===== config.mk =====
export PLATFORM = sky130hd
export DESIGN_NAME = seg_scan_flat
export DESIGN_NICKNAME = d
export VERILOG_FILES = /design/src/rtl/seg_scan_pkg.sv /design/src/rtl/seg_scan_if.sv /design/src/rtl/seg_scan_hex7.sv /design/src/rtl/seg_scan.sv /design/src/flat_wrapper.sv
export SDC_FILE = /design/constraint.sdc
export NUM_CORES = 1
export LEC_CHECK = 0
export CAP_MARGIN = 20
export CORE_MARGIN = 8
export CORE_UTILIZATION = 57
export DETAILED_ROUTE_END_ITERATION = 8
export PLACE_DENSITY = 0.8
export SYNTH_ARGS = -nofsm -noshare
export SYNTH_HDL_FRONTEND = slang
export SYNTH_SLANG_ARGS = --single-unit

===== constraint.sdc =====
create_clock -name clk -period 4.5 [get_ports clk]
set_input_delay 0.675 -clock clk [delete_from_list [all_inputs] [get_ports clk]]
set_output_delay 0.675 -clock clk [all_outputs]
set_load 0.05 [all_outputs]

===== src/rtl/seg_scan_pkg.sv =====
// Shared constants for the seven-segment scan controller: blank pattern,
// board-clock timing defaults and the active-low hex glyph table.
package seg_scan_pkg;

  localparam logic [7:0] SEG_OFF = 8'hFF;

  // 50 MHz board clock: 1 kHz per digit, 10 us anti-ghost gap.
  localparam int DIV_DEFAULT   = 50000;
  localparam int BLANK_DEFAULT = 500;

  // Active-low glyphs, bit order g..a.
  localparam logic [6:0] HEX_0 = 7'h40;
  localparam logic [6:0] HEX_1 = 7'h79;
  localparam logic [6:0] HEX_2 = 7'h24;
  localparam logic [6:0] HEX_3 = 7'h30;
  localparam logic [6:0] HEX_4 = 7'h19;
  localparam logic [6:0] HEX_5 = 7'h12;
  localparam logic [6:0] HEX_6 = 7'h02;
  localparam logic [6:0] HEX_7 = 7'h78;
  localparam logic [6:0] HEX_8 = 7'h00;
  localparam logic [6:0] HEX_9 = 7'h10;
  localparam logic [6:0] HEX_A = 7'h08;
  localparam logic [6:0] HEX_B = 7'h03;
  localparam logic [6:0] HEX_C = 7'h46;
  localparam logic [6:0] HEX_D = 7'h21;
  localparam logic [6:0] HEX_E = 7'h06;
  localparam logic [6:0] HEX_F = 7'h0E;

  function automatic logic [6:0] hex7(input logic [3:0] nib);
    logic [6:0] pat;
    case (nib)
      4'h0: pat = HEX_0;
      4'h1: pat = HEX_1;
      4'h2: pat = HEX_2;
      4'h3: pat = HEX_3;
      4'h4: pat = HEX_4;
      4'h5: pat = HEX_5;
      4'h6: pat = HEX_6;
      4'h7: pat = HEX_7;
      4'h8: pat = HEX_8;
      4'h9: pat = HEX_9;
      4'hA: pat = HEX_A;
      4'hB: pat = HEX_B;
      4'hC: pat = HEX_C;
      4'hD: pat = HEX_D;
      4'hE: pat = HEX_E;
      default: pat = HEX_F;
    endcase
    return pat;
  endfunction

endpackage


===== src/rtl/seg_scan_if.sv =====
// Load port and display outputs of seg_scan. load is a one-cycle strobe with
// no ready: every edge that sees load = 1 accepts data_in/dp_in/en_in.
interface seg_scan_if #(
  parameter int DIGITS    = 8,
  parameter int IDX_WIDTH = 3
);
  logic                  load;
  logic [4*DIGITS-1:0]   data_in;
  logic [DIGITS-1:0]     dp_in;
  logic [DIGITS-1:0]     en_in;
  logic [IDX_WIDTH-1:0]  digit_idx;
  logic [7:0]            seg_n;
  logic                  frame_done;
  logic                  pending;

  modport master (
    output load, data_in, dp_in, en_in,
    input  digit_idx, seg_n, frame_done, pending
  );

  modport slave (
    input  load, data_in, dp_in, en_in,
    output digit_idx, seg_n, frame_done, pending
  );
endinterface


===== src/rtl/seg_scan_hex7.sv =====
// Combinational hex nibble to active-low seven-segment glyph (g..a).
module seg_hex7
  import seg_scan_pkg::*;
(
  input  logic [3:0] nib_i,
  output logic [6:0] seg_o
);
  assign seg_o = hex7(nib_i);
endmodule


===== src/rtl/seg_scan.sv =====
// Time-multiplexed 8-digit seven-segment scanner with frame-aligned
// double-buffered display data and registered outputs.
module seg_scan
  import seg_scan_pkg::*;
#(
  parameter int DIGITS    = 8,
  parameter int IDX_WIDTH = 3,
  parameter int DIV       = DIV_DEFAULT,
  parameter int BLANK     = BLANK_DEFAULT,
  parameter int CNT_WIDTH = 16
) (
  input  logic        clk,
  input  logic        rst,
  seg_scan_if.slave   bus
);

  localparam logic [CNT_WIDTH-1:0] CNT_LAST = CNT_WIDTH'(DIV - 1);
  localparam logic [CNT_WIDTH-1:0] BLANK_C  = CNT_WIDTH'(BLANK);
  localparam logic [IDX_WIDTH-1:0] IDX_LAST = IDX_WIDTH'(DIGITS - 1);

  logic [CNT_WIDTH-1:0] cnt_q, cnt_d;
  logic [IDX_WIDTH-1:0] idx_q, idx_d;
  logic [4*DIGITS-1:0]  stg_data_q, stg_data_d, dsp_data_q, dsp_data_d;
  logic [DIGITS-1:0]    stg_dp_q, stg_dp_d, dsp_dp_q, dsp_dp_d;
  logic [DIGITS-1:0]    stg_en_q, stg_en_d, dsp_en_q, dsp_en_d;
  logic                 pend_q, pend_d;
  logic [7:0]           seg_q, seg_d;
  logic                 fd_q, fd_d;

  logic                 dwell_end, wrap;
  logic [3:0]           nib;
  logic                 dp_bit, en_bit;
  logic [6:0]           glyph;

  always_comb begin
    dwell_end = (cnt_q == CNT_LAST);
    wrap      = dwell_end && (idx_q == IDX_LAST);
    cnt_d     = dwell_end ? '0 : cnt_q + CNT_WIDTH'(1);
    idx_d     = dwell_end ? idx_q + IDX_WIDTH'(1) : idx_q;
    fd_d      = wrap;
  end

  // Display registers only change on a wrap edge; a load landing on that
  // same edge skips staging so it is shown in the frame that starts now.
  always_comb begin
    stg_data_d = stg_data_q;
    stg_dp_d   = stg_dp_q;
    stg_en_d   = stg_en_q;
    dsp_data_d = dsp_data_q;
    dsp_dp_d   = dsp_dp_q;
    dsp_en_d   = dsp_en_q;
    pend_d     = pend_q;
    if (wrap) begin
      if (bus.load) begin
        dsp_data_d = bus.data_in;
        dsp_dp_d   = bus.dp_in;
        dsp_en_d   = bus.en_in;
      end else if (pend_q) begin
        dsp_data_d = stg_data_q;
        dsp_dp_d   = stg_dp_q;
        dsp_en_d   = stg_en_q;
      end
      pend_d = 1'b0;
    end else if (bus.load) begin
      stg_data_d = bus.data_in;
      stg_dp_d   = bus.dp_in;
      stg_en_d   = bus.en_in;
      pend_d     = 1'b1;
    end
  end

  // The segment register is fed from next-state values so seg_n and
  // digit_idx always describe the same post-edge dwell.
  always_comb begin
    nib = '0;
    for (int k = 0; k < DIGITS; k++) begin
      if (idx_d == IDX_WIDTH'(k)) nib = dsp_data_d[4*k +: 4];
    end
    dp_bit = dsp_dp_d[idx_d];
    en_bit = dsp_en_d[idx_d];
  end

  seg_hex7 u_hex7 (
    .nib_i (nib),
    .seg_o (glyph)
  );

  always_comb begin
    if ((cnt_d < BLANK_C) || !en_bit) seg_d = SEG_OFF;
    else                              seg_d = {~dp_bit, glyph};
  end

  always_ff @(posedge clk or posedge rst) begin
    if (rst) begin
      cnt_q      <= '0;
      idx_q      <= '0;
      stg_data_q <= '0;
      stg_dp_q   <= '0;
      stg_en_q   <= '0;
      dsp_data_q <= '0;
      dsp_dp_q   <= '0;
      dsp_en_q   <= '0;
      pend_q     <= 1'b0;
      seg_q      <= SEG_OFF;
      fd_q       <= 1'b0;
    end else begin
      cnt_q      <= cnt_d;
      idx_q      <= idx_d;
      stg_data_q <= stg_data_d;
      stg_dp_q   <= stg_dp_d;
      stg_en_q   <= stg_en_d;
      dsp_data_q <= dsp_data_d;
      dsp_dp_q   <= dsp_dp_d;
      dsp_en_q   <= dsp_en_d;
      pend_q     <= pend_d;
      seg_q      <= seg_d;
      fd_q       <= fd_d;
    end
  end

  assign bus.digit_idx  = idx_q;
  assign bus.seg_n      = seg_q;
  assign bus.frame_done = fd_q;
  assign bus.pending    = pend_q;

endmodule


===== src/flat_wrapper.sv =====
// flat-port wrapper written by rule: the top's interface ports become plain ports
module seg_scan_flat import seg_scan_pkg::*;
#(
  parameter int DIGITS    = 8,
  parameter int IDX_WIDTH = 3,
  parameter int DIV       = DIV_DEFAULT,
  parameter int BLANK     = BLANK_DEFAULT,
  parameter int CNT_WIDTH = 16
)
  (clk, rst, bus_load, bus_data_in, bus_dp_in, bus_en_in, bus_digit_idx, bus_seg_n, bus_frame_done, bus_pending);
  seg_scan_if #(.DIGITS(DIGITS), .IDX_WIDTH(IDX_WIDTH)) bus_i ();
  input  logic clk;
  input  logic rst;
  input wire logic [$bits(bus_i.load)-1:0] bus_load;
  input wire logic [$bits(bus_i.data_in)-1:0] bus_data_in;
  input wire logic [$bits(bus_i.dp_in)-1:0] bus_dp_in;
  input wire logic [$bits(bus_i.en_in)-1:0] bus_en_in;
  output wire logic [$bits(bus_i.digit_idx)-1:0] bus_digit_idx;
  output wire logic [$bits(bus_i.seg_n)-1:0] bus_seg_n;
  output wire logic [$bits(bus_i.frame_done)-1:0] bus_frame_done;
  output wire logic [$bits(bus_i.pending)-1:0] bus_pending;
  assign bus_i.load = bus_load;
  assign bus_i.data_in = bus_data_in;
  assign bus_i.dp_in = bus_dp_in;
  assign bus_i.en_in = bus_en_in;
  assign bus_digit_idx = bus_i.digit_idx;
  assign bus_seg_n = bus_i.seg_n;
  assign bus_frame_done = bus_i.frame_done;
  assign bus_pending = bus_i.pending;
  seg_scan #(.DIGITS(DIGITS), .IDX_WIDTH(IDX_WIDTH), .DIV(DIV), .BLANK(BLANK), .CNT_WIDTH(CNT_WIDTH)) u_core (.clk(clk), .rst(rst), .bus(bus_i));
endmodule

[Word-level counts from Yosys, hierarchy flattened]
Memory sizes are Yosys's and may differ from the RTL's.
Index checks and enable logic that the tools add are counted.
Operators by class
  $add $sub $neg: 2
  $lt $le $gt $ge: 2
  eq/ne operators: 9
  muxes and demuxes: 26
  bitwise gates (word level): 2
  reductions and logical operators: 6
Operator list (count)
  $mux 32: 3
  $mux 8: 7
  $mux 4: 8
  $add 16x1->16 const B: 1
  $eq 16x16->1 const B: 1
  $lt 16x9->1 const B: 1
  $mux 16: 1
  $eq 3x3->1 const B: 5
  $bmux 1 s3: 2
  $eq 3x2->1 const B: 2
  $lt 3x4->1 const B: 1
  $mux 1: 4
  $add 3x1->3 const B: 1
  $eq 3x1->1 const B: 1
  $logic_not 3->1: 1
  $mux 3: 1
  $not 1->1: 2
  $reduce_and 2->1: 1
  $reduce_bool 2->1: 1
  $logic_and 1x1->1: 1
  $logic_not 1->1: 1
  $logic_or 1x1->1: 1
Word-level totals
  register bits after elaboration: 125
  ROM bits: 112
  input bits: 51
  output and inout port bits: 13
  word-level logic and storage cells: 59
  memories: 1
Memory list
  (name not given): words 16, bits a word 7, rd ports 1, clocked after Yosys merged registers in 0, write ports 0, RTL line seg_scan_pkg.sv:31  | case (nib)

[Longest topological paths before layout]
An unclocked memory read counts as a cell.
  word-level depth: 13
  depth in mapped cells: 19
  gate-level depth less buffers: 16

[Modules after synthesis]
Synthesis repeated with hierarchy kept, for this count alone.
Unflattened totals
  cell total of the unflattened synthesis: 616
  area total of the unflattened synthesis: 6367.4 µm²
By module, submodules not included
  seg_scan: times used 1, cells each 584, area an instance 6092.1 µm², seq. area each 3138.0 µm²
  seg_hex7: times used 1, cells each 32, area an instance 275.3 µm², seq. area each 0.0 µm²

[Least setup slack after synthesis]
Ideal clock, no wire load.
  path type: flip-flop to flip-flop
  start point: register u_core.cnt_q[4]
  end point: register u_core.seg_q[3] (netlist: u_core.bus.seg_n[3])
  library setup time: 61 ps
  arrival time: 3762 ps
  required time: 4439 ps
  setup slack: 677 ps
  cell stages (with the launch flop): 14
  buffers on the path: 3
  clock period less this slack: 3823 ps
  path through: dfrtp_1 > buf_6 > or4b_4 > or4_1 > buf_2 > o21ai_2 > and2_1 > buf_6 > inv_4 > mux2_4 > a221oi_2 > ha_1 > mux4_2 > nand2_1
On the way
  cells in the longest elaborated chain, start to end: 13
  elaborated cells on any way between the ends: 30
  classes of those cells: add/sub: 1; order compare: 1; eq/ne: 8; mux: 15; reduce/logical: 4; memory: 1
Ends and longest elaborated chain
  from (decl): RTL line seg_scan.sv:21  | logic [CNT_WIDTH-1:0] cnt_q, cnt_d;
  from (signal assigned): RTL line seg_scan.sv:107  | cnt_q <= cnt_d;
  $eq 16x16->1: RTL line seg_scan.sv:36  | dwell_end = (cnt_q == CNT_LAST);
  $mux 3 or $logic_and 1x1->1 (tied branches): RTL line seg_scan.sv:39, seg_scan.sv:37
  $logic_not 3->1 or $mux 32 (tied branches): RTL line seg_scan.sv:77, seg_scan.sv:53
  $mux 4 (8 in series): RTL line seg_scan.sv:77  | if (idx_d == IDX_WIDTH'(k)) nib = dsp_data_d[4*k +: 4];
  $mem_v2 16x7
  $mux 8 (*): RTL line seg_scan.sv:89  | if ((cnt_d < BLANK_C) || !en_bit) seg_d = SEG_OFF;
  via u_core.seg_d[3]: RTL line seg_scan.sv:27  | logic [7:0] seg_q, seg_d;
  to (signal assigned): RTL line seg_scan.sv:116  | seg_q <= seg_d;
  to (decl): RTL line seg_scan.sv:27
The timed path passes the listed nets; every way through them passes the cells marked *. The select of a mux whose other input is x is not followed.
A chain may end at the register's enable or synchronous reset.

[Worst setup path after layout]
Same ends and word-level chain as after synthesis.

==> results.yml <==
sta:
  hold_slack_ns: 0.453
  fin_crit_ns: 4.30
  final.setup.tns_ns: 0
  setup_violations: 0
  rsz0062_at_grt: "no"
  max_freq_mhz: 233
  final-max-slew-violation-count: 0
  worst_pin_slew_ns: 0.814
  max_slew_margin_pct: 45.8
  fin_crit_sh_pct: 95.5
  hold_violations: 0
  finClkSkew_ns: 0.00697
die:
  num_rows: 39
  die_h_um: 122
  fp.dieArea_mm2: 0.0150
  start_util_pct: 57.5
  pin_count: 64
  die_w_um: 122
  core_area_mm2: 0.0112
yosys:
  yosysTopAreaCell: "dfrtp_1"
  avgSynthCellArea_um2: 10.3
  synth_cells: 627
  synth_top_area_share_pct: 45.3
  ys_seq_area_share_pct: 48.6
  syn_area_mm2: 0.00646
  synth_nets: 687
  async_flop_share_pct: 100
  synth_edf_count: 0
  synth_warnings: 0
  synth_flop_cell: "dfrtp_1"
  ys_ff_latch: 125
  synth.area.top_cells: "dfrtp_1 45%, mux2_2 8.9%, o22ai_1 6.9%"
  synth_cell_types: 59
drt:
  firstDrtPassIters: 5
  vias: 5535
  wire_per_inst_um: 21.7
  drc: 0
  vias_per_cell: 6.60
  drt_iter0_markers: 693
  wl_mm: 18.2
  ant_nets: 0
pwr:
  ir_worst_vdd_uv: 267
  p_leak_uw: 0.00325
  p_per_area_mw_per_mm2: 357
clock_tree:
  cts_resized: 0
  cts_num_sinks: 125
  cts_buffer_depth: 2
  path_clk_slew_ns: 0.06
  cts_made_buffers: 17
  worstSkewPairLatency_ns: 0.42
  postCtsHoldBufs: 0
  tritoncts: "yes"
  postCtsSetupBuffers: 0
  clockRootBuffer: "clkbuf_16"
  cts.htree.levels: 4
critical_path:
  rr_startpoint: "u_core.cnt_q[4]"
  required_ns: 4.85
  critPathLaunch: "u_core.cnt_q[4]"
  reg2regPathDepth: 10
  rr_endpoint: "u_core.bus.seg_n[3]"
  r2r_setup_slack_ns: 0.20
  end_kind: "flip-flop"
  crit_type: "reg -> reg"
  cp_max_fo: 8
  critPathLaunchType: "flip-flop"
  cp-endpoint: "u_core.bus.seg_n[3]"
  crit_arrival_ns: 4.65
global_route:
  grt_util_met1_pct: 31.6
  grt_antenna_before_repair: 0
  met3_usage_pct: 5.52
  grt_max_degree: 61
  top_usage_layer: "met2"
  grt_pass1_wl_mm: 29.6
  use_met2_pct: 42.2
  grt_usage_pct: 25.4
  first_global_vias: 5719
  grt_remaining_overflow: 0
run_status:
  status: "finished clean"
layout:
  fin_util_pct: 70.2
  layout.nets: 743
  antenna_cells: 0
  final_common_cell: "dfrtp_1"
  drive_gt1_share_pct: 19.4
  syn2layout_area_growth_pct: 21.9
  final_cell_mix: "116 x dfrtp_1, 71 x o22ai_1, 63 x clkdlybuf4s50_1"
worst_hold_path:
  hp-class: "reg -> reg"
placed_design:
  port_buffers: 63
  hpwl_mm: 12.1
  gp_congestion: 0.887
flow_run:
  drv_cap: 0
-- kinds of logic after synthesis --
logic type | Yosys count | synth area share, %
compound gates | 191 | 19.0
xor+xnor | 13 | 1.76
simple gates | 157 | 13.2
fa+ha+maj | 9 | 1.74
mux | 62 | 10.9
buf+inv | 70 | 4.84
flops | 125 | 48.6
-- flip-flops by register name, summed over array words and instances, names as in the netlist --
register,count
u_core.cnt_q,16
u_core.bus.frame_done,1
u_core.bus.digit_idx,3
u_core.dsp_en_q,8
u_core.bus.pending,1
u_core.dsp_data_q,32
u_core.dsp_dp_q,8
u_core.stg_en_q,8
u_core.stg_dp_q,8
u_core.bus.seg_n,8
u_core.stg_data_q,32
-- final cells by class --
type                            count  area (µm²)
Multi-Input combinational cell    432        3010
Tap cell                          143         179
Fill cell                         832        3350
Clock inverter                     13         189
Clock buffer                       19         443
Timing Repair Buffer               86         828
Sequential cell                   125        3140
Inverter                           21        83.8
-- through the flow --
stage	total power (µW)	instances	worst slack, ns	area [µm²]
2_1_floorplan	1290	627	0.511	6460
3_3_place_gp	1360	807	0.393	7240
3_5_place_dp	1360	807	0.256	7240
4_1_cts	2820	839	0.236	7870
5_1_grt	2890	839	0.0106	7870
6_report	2810	839	0.202	7870
-- synthesized netlist by cell type, types with 4 or more instances --
cell type	n
a31oi_1	8
inv_1	17
buf_2	8
clkbuf_1	26
mux2i_1	9
dfrtp_1	117
mux2_2	51
xnor2_1	11
nand4_1	5
and2_1	6
ha_1	9
nand2_1	20
and3_1	4
nand4b_1	17
nand3_1	11
nor2_1	55
buf_1	8
a211o_1	4
o22ai_1	71
a211oi_1	4
o21ai_0	16
buf_4	4
or3_1	8
a21oi_1	48
dfstp_2	8
o22a_1	9
o211ai_1	9
nor3_1	12
-- layer usage --
layer | part of all wire [%] | wire length, µm
met3 | 6.1 | 1110
met5 | 0 | 0
met2 | 50 | 9050
met1 | 42 | 7600
met4 | 2.3 | 420
-- critical path, cell delays in order, from the launching register on --
cell,delay [ns]
dfrtp_1,0.47
or4b_4,0.59
or4_1,0.76
o21ai_2,0.22
and2_1,0.29
o21ai_1,0.10
a221o_1,0.36
a221oi_2,0.51
ha_1,0.35
mux4_2,0.47
nand2_1,0.09
-- power breakdown --
group / internal (µW) / leakage, µW / total (µW) / switching [µW]
Sequential: 1170 / 0.00159 / 1190 / 22.4
Combinational: 89.2 / 0.00135 / 158 / 68.5
Clock: 944 / 0.000304 / 1460 / 514
Total: 2200 / 0.00325 / 2810 / 605
-- worst min path at each step --
stage	startpoint	end	depth (start not counted)
final	u_core.cnt_q[0]	u_core.cnt_q[0]	1
after global placement	u_core.cnt_q[0]	u_core.cnt_q[0]	1
after CTS	u_core.cnt_q[0]	u_core.cnt_q[0]	1
after detailed placement	u_core.cnt_q[0]	u_core.cnt_q[0]	1
after global routing	u_core.cnt_q[0]	u_core.cnt_q[0]	1
after floorplan	u_core.cnt_q[0]	u_core.cnt_q[0]	1
(Power assumes the default switching activity.)
